`config.mk`:
```
export PLATFORM = sky130hd
export DESIGN_NAME = pulse_freq_meter_32ch
export DESIGN_NICKNAME = d
export VERILOG_FILES = /design/src/rtl/pulse_freq_meter_32ch.sv
export SDC_FILE = /design/constraint.sdc
export NUM_CORES = 2
export LEC_CHECK = 0
export ABC_AREA = 1
export CORE_MARGIN = 2
export CORE_UTILIZATION = 45
export CTS_BUF_LIST = sky130_fd_sc_hd__clkbuf_8
export DETAILED_ROUTE_END_ITERATION = 16
export GPL_TIMING_DRIVEN = 0
export PLACE_DENSITY = 0.62
export SLEW_MARGIN = 30
export SYNTH_ARGS = -nofsm -noshare
export SYNTH_HDL_FRONTEND = slang
export SYNTH_SLANG_ARGS = --single-unit
```
`constraint.sdc`:
```
create_clock -name clk_20m_i -period 67.9 [get_ports clk_20m_i]
set_clock_uncertainty 0.2 [all_clocks]
set_input_delay 13.58 -clock clk_20m_i [delete_from_list [all_inputs] [get_ports clk_20m_i]]
set_output_delay 13.58 -clock clk_20m_i [all_outputs]
set_load 0.01 [all_outputs]
```
`src/rtl/pulse_freq_meter_32ch.sv`:
```
// 32-channel rising-edge counter with a programmable gate window and a readable result bank.
// Optional FREQ_OVF_FLAG_EN: saturating counters plus a per-channel overflow flag output.
module pulse_freq_meter_32ch #(
    parameter int unsigned CH     = 32,
    parameter int unsigned CNT_W  = 24,
    parameter int unsigned GATE_W = 26,
    localparam int unsigned AW    = $clog2(CH)
) (
    input  logic              clk_20m_i,
    input  logic              rst_i,
    input  logic [CH-1:0]     pulse_in_i,
    input  logic              meas_en_i,
    input  logic [GATE_W-1:0] gate_cfg_i,
    output logic              busy_o,
    output logic              meas_done_o,
    input  logic [AW-1:0]     rd_addr_i,
    input  logic              rd_en_i,
    output logic [CNT_W-1:0]  rd_data_o,
    output logic              rd_valid_o
`ifdef FREQ_OVF_FLAG_EN
    ,
    output logic [CH-1:0]     ovf_flag_o
`endif
);

    typedef enum logic [1:0] {StIdle, StArm, StGate, StLatch} state_e;

    localparam logic [CNT_W-1:0] CntMax = '1;

    state_e             state_q, state_d;
    logic [CH-1:0]      prev_q;
    logic [CH-1:0]      edge_det;
    logic [GATE_W-1:0]  gate_cnt_q, gate_cnt_d;
    logic [CNT_W-1:0]   cnt_q    [CH];
    logic [CNT_W-1:0]   cnt_d    [CH];
    logic [CNT_W-1:0]   result_q [CH];
    logic [CNT_W-1:0]   rd_data_q;
    logic               rd_valid_q;

    assign edge_det = pulse_in_i & ~prev_q;

    always_comb begin
        state_d    = state_q;
        gate_cnt_d = gate_cnt_q;
        unique case (state_q)
            StIdle: begin
                if (meas_en_i) state_d = StArm;
            end
            StArm: begin
                // A zero gate length behaves as a single-cycle gate.
                gate_cnt_d = (gate_cfg_i == '0) ? '0 : gate_cfg_i - 1'b1;
                state_d    = StGate;
            end
            StGate: begin
                if (!meas_en_i) begin
                    state_d = StIdle;
                end else if (gate_cnt_q == '0) begin
                    state_d = StLatch;
                end else begin
                    gate_cnt_d = gate_cnt_q - 1'b1;
                end
            end
            StLatch: begin
                state_d = meas_en_i ? StArm : StIdle;
            end
            default: state_d = StIdle;
        endcase
    end

    always_comb begin
        for (int i = 0; i < CH; i++) begin
            cnt_d[i] = cnt_q[i];
            if (state_q == StArm) begin
                cnt_d[i] = '0;
            end else if (state_q == StGate && edge_det[i]) begin
`ifdef FREQ_OVF_FLAG_EN
                if (cnt_q[i] != CntMax) cnt_d[i] = cnt_q[i] + 1'b1;
`else
                cnt_d[i] = cnt_q[i] + 1'b1;
`endif
            end
        end
    end

    always_ff @(posedge clk_20m_i) begin
        if (rst_i) begin
            state_q    <= StIdle;
            prev_q     <= '0;
            gate_cnt_q <= '0;
            rd_data_q  <= '0;
            rd_valid_q <= 1'b0;
            for (int i = 0; i < CH; i++) begin
                cnt_q[i]    <= '0;
                result_q[i] <= '0;
            end
        end else begin
            state_q    <= state_d;
            prev_q     <= pulse_in_i;
            gate_cnt_q <= gate_cnt_d;
            rd_valid_q <= rd_en_i;
            // Non-blocking read of result_q gives the pre-latch value during LATCH.
            if (rd_en_i) rd_data_q <= result_q[rd_addr_i];
            for (int i = 0; i < CH; i++) begin
                cnt_q[i] <= cnt_d[i];
                if (state_q == StLatch) result_q[i] <= cnt_q[i];
            end
        end
    end

`ifdef FREQ_OVF_FLAG_EN
    logic [CH-1:0] sat_vec;
    logic [CH-1:0] ovf_acc_q, ovf_acc_d;
    logic [CH-1:0] ovf_flag_q;

    // A channel overflows when an edge arrives while its counter is already pinned at max.
    always_comb begin
        for (int i = 0; i < CH; i++) begin
            sat_vec[i] = (cnt_q[i] == CntMax);
        end
    end

    always_comb begin
        ovf_acc_d = ovf_acc_q;
        if (state_q == StArm) begin
            ovf_acc_d = '0;
        end else if (state_q == StGate) begin
            ovf_acc_d = ovf_acc_q | (edge_det & sat_vec);
        end
    end

    always_ff @(posedge clk_20m_i) begin
        if (rst_i) begin
            ovf_acc_q  <= '0;
            ovf_flag_q <= '0;
        end else begin
            ovf_acc_q <= ovf_acc_d;
            if (state_q == StLatch) ovf_flag_q <= ovf_acc_q;
        end
    end

    assign ovf_flag_o = ovf_flag_q;
`endif

    assign busy_o      = (state_q != StIdle);
    assign meas_done_o = (state_q == StLatch);
    assign rd_data_o   = rd_data_q;
    assign rd_valid_o  = rd_valid_q;

endmodule

```
# Word level (Yosys, flattened, before mapping)
# Memory sizes are Yosys's and may differ from the RTL's. A register that Yosys moved wholly into a read port is not among the register bits.
# Index checks and enable logic that the tools add are counted.
# word_totals
word_cells,295
reg_bits,61
in_bits,67
out_inout_bits,27
latchBits,0
mem_bits_ro,0
n_memories,2
ramBits,1536
# classes
n_mul,0
n_lt_le_gt_ge,0
bitwise,66
reduce_logical,39
add_sub_neg,34
eq_ne,7
n_mux,143
n_shift,0
n_div,0
# mem_list
name,words,word_bits,rd,rd_ports_with_merged_regs,write_ports,line,rtl
cnt_q,32,24,32,0,32,34,logic [CNT_W-1:0] cnt_q [CH];
result_q,32,24,1,1,32,36,logic [CNT_W-1:0] result_q [CH];
# ops
op,n
$mux W24,128
$add A24 B1 Y24 const B,32
$mux W26,3
$or A1 B1 Y1,64
$logic_not A26 Y1,2
$pmux W26 S2,1
$sub A26 B1 Y26 const B,2
$and A32 B32 Y32,1
$logic_and A1 B1 Y1,32
$not A32 Y32,1
$pmux W2 S4,1
$mux W1,7
$mux W2,3
$ne A2 B2 Y1 const B,3
$eq A2 B2 Y1 const B,2
$reduce_bool A2 Y1,2
$ne A3 B3 Y1 const B,1
$reduce_and A3 Y1,1
$eq A2 B1 Y1 const B,1
$logic_not A2 Y1,1
$reduce_and A2 Y1,1

# Logic depth before layout (Yosys ltp)
# logic_depth
word_depth,6
ltp_mapped,13
depth_no_buf,12

# Least setup slack after synthesis
# OpenSTA, ideal clock, no wires.
# synth_path
path_kind,input to register
start,in rst_i
end,"mem result_q[0][0], enable pin"
path_buffers,3
required_ns,62.343
arrival_ns,26.676
slack_ns,35.667
path_stages,5
setup_ns,5.357
cell_sequence,clkbuf_1 > inv_2 > clkbuf_1 > buf_1 > nand2_1
# synth_lines
item,line,rtl
start: declaration,10,"input logic rst_i,"
end: declaration,36,

==> results.toml <==
[yosys]
netlist_top_cells_area = "edfxtp_1 30%, dfxtp_1 23%, nor2_1 8.2%"
yosysTopAreaCell = "edfxtp_1"
avgSynthCellArea_um2 = 7.921
yosys_warnings = 0
synth.net_count = 9653
synthesis.area_um2 = 75660
synthCells = 9552
ys_seq_area_share_pct = 53.05
synth_cell_type_count = 49
synth_top_cell_area_share_pct = 30.48
ys_ff_latch = 1621

[floorplan]
die_h_um = 414.0
initial_core_util_pct = 45.30
io_pins = 94
coreArea_um2 = 167000
rows = 150
die_w_um = 414.0
die-area_um2 = 171400

[clock_tree]
numCtsBuffers = 301
cts_buffer_depth = 4
cts_hold_buf = 0
h-tree-depth = 5
cts_tree = "done"
post_cts_buffers = 0
cts_resized = 0
cts_root_buf = "clkbuf_8"
clock_latency_ns = 1.08
clock-sinks = 1621
clkTransAtPathRegs_ns = 0.06

[route]
drt_wl_total_um = 292200
detail_route.wl_per_cell_um = 23.51
drcViolationCount = 0
firstDrtPassIters = 6
drt_first_iter_violations = 7912
via_per_inst = 5.529
dr_total_vias = 68710
drtAntennaViolNets = 0

[finish]
finish.net_count = 10080
final_common_cell = "nor2_1"
layout_common_cells = "1650 x nor2_1, 1639 x nand2_1, 1318 x inv_1, 853 x dfxtp_1, 778 x o21ai_0"
area_growth_pct = 13.66
layout-drive-gt1-share_pct = 6.386

[grt]
gr-usage-met2_pct = 51.09
busiest_layer = "met2"
grt_util_met1_pct = 43.34
grt_pass1_wl_um = 416300
overflow = 0
grt.total_usage_pct = 33.13
grt_max_degree = 52
first_global_vias = 63140
antenna_found_initial = 29
met3_usage_pct = 7.164

[setup_path]
r2r_setup_slack_ns = 64.14
r2r_end = "result_q[13][4]"
cp.arrival_ns = 17.92
cp-end-kind = "register"
crit_fanout = 47
worst_setup_path_start_kind = "primary input"
r2r_cells = 6
criticalPathCategory = "in2reg"
critPathLaunch = "rst_i"
cp.required_ns = 68.41
r2r-start = "state_q[0]"
crit_path_end = "result_q[2][10]"

[pwr]
leakage_nw = 31.42
ir_worst_vdd_mv = 0.02170
power.density_nw_per_um2 = 25.20

[flow_run]
maxCapViolCount = 0

[placement]
place.port_buffers = 87
dp_hpwl_um = 224100
gp_congestion = 1.021
post-place-ws_ns = 49.58

[timing]
final_hold_viol_count = 0
timing.final.max_slew_violations = 0
whs_ns = 0.2679
layout_setup_ws_ns = 50.49
grt_setup_unrepaired = "no"
max_freq_mhz = 57.44
setup_violations = 0
tightest_slew_ns = 1.131
period_share_pct = 25.64
fin_tns_setup_ns = 0
maxSlewHeadroom_pct = 24.62
finalCriticalPeriod_ns = 17.41

[hold_path]
min_path_type = "reg2reg"

[outcome]
status = "complete, no violations"
-- synthesized netlist by cell type (all sizes together) --
library cell	number
a211oi	4
a21oi	653
a221oi	8
a22oi	2
a31oi	10
and2	1
and3	18
buf	39
clkbuf	323
clkinv	3
dfxtp	853
edfxtp	768
ha	34
inv	1229
nand2	1668
nand3	584
nand3b	21
nand4	109
nor2	1697
nor3	426
nor3b	49
nor4	59
o21a	13
o21ai	800
o21bai	3
o22ai	99
o31ai	1
or2	5
xnor2	8
xor2	65
-- per-layer routing --
metal / routed length [um] / vias to the layer above
li1: - / 32400
met1: 119800 / 32500
met2: 128200 / 3101
met3: 26420 / 707
met4: 17640 / 10
met5: 62 / -
-- how the worst min path moves through the flow --
stage	startpoint	endpoint	slack (ns)	cells after the start
after floorplan	cnt_q[13][23]	cnt_q[13][23]	0.24	2
after global placement	cnt_q[6][23]	cnt_q[6][23]	0.25	2
after detailed placement	gate_cnt_q[24]	gate_cnt_q[24]	0.26	2
after CTS	gate_cnt_q[24]	gate_cnt_q[24]	0.27	2
after global routing	gate_cnt_q[24]	gate_cnt_q[24]	0.28	2
final	cnt_q[20][23]	cnt_q[20][23]	0.27	2
-- worst max-delay path: stages --
cell,delay (ns)
clkbuf_1,0.66
inv_2,0.28
clkbuf_1,0.51
buf_1,0.42
nand2_4,0.53
buf_16,0.32
buf_16,0.30
buf_16,0.28
buf_16,0.28
buf_12,0.29
buf_12,0.27
-- per-stage QoR --
stage	instances	instance area (um2)	total power [mW]	utilization (%)
after floorplan	9552	75660	1.177	-
after global placement	11840	79290	1.276	47.47
after detailed placement	11880	80230	1.253	48.03
after CTS	12410	85960	2.171	51.46
after global routing	12420	85980	2.228	51.47
final	12430	86000	2.167	51.48
-- final cells by class --
type | count | area, um2
repair buffers | 124 | 1739
flip-flops and latches | 1621 | 40140
inverters | 1232 | 4626
clock inverters | 193 | 1028
multi-input cells | 6337 | 29490
clock buffers | 341 | 4693
plain buffers | 362 | 1486
diodes | 13 | 32.53
fillers | 16110 | 81040
well taps | 2204 | 2758
-- power by group --
group	internal [mW]	switching [mW]
Sequential	1.05	0.0157
Combinational	0.0428	0.135
Clock	0.492	0.436
-- cells by family (layout without fill, tap and decap cells) --
logic type | count (synthesis) | count (layout) | share of synthesized area [%]
fa+ha+maj | 34 | 34 | 0.5623
flops | 1621 | 1621 | 53.05
xor+xnor | 73 | 73 | 0.8451
buf+inv | 1594 | 2252 | 7.979
simple gates | 4637 | 4637 | 26.73
compound gates | 1593 | 1593 | 10.83
other cells | 0 | 13 | 0
-- sequential cells by signal, summed over array words and instances (netlist names) --
signal / count
cnt_q: 768
gate_cnt_q: 26
prev_q: 32
rd_data_o: 24
rd_valid_o: 1
result_q: 768
state_q: 2
Note: power is estimated with default switching activity, not from simulation.
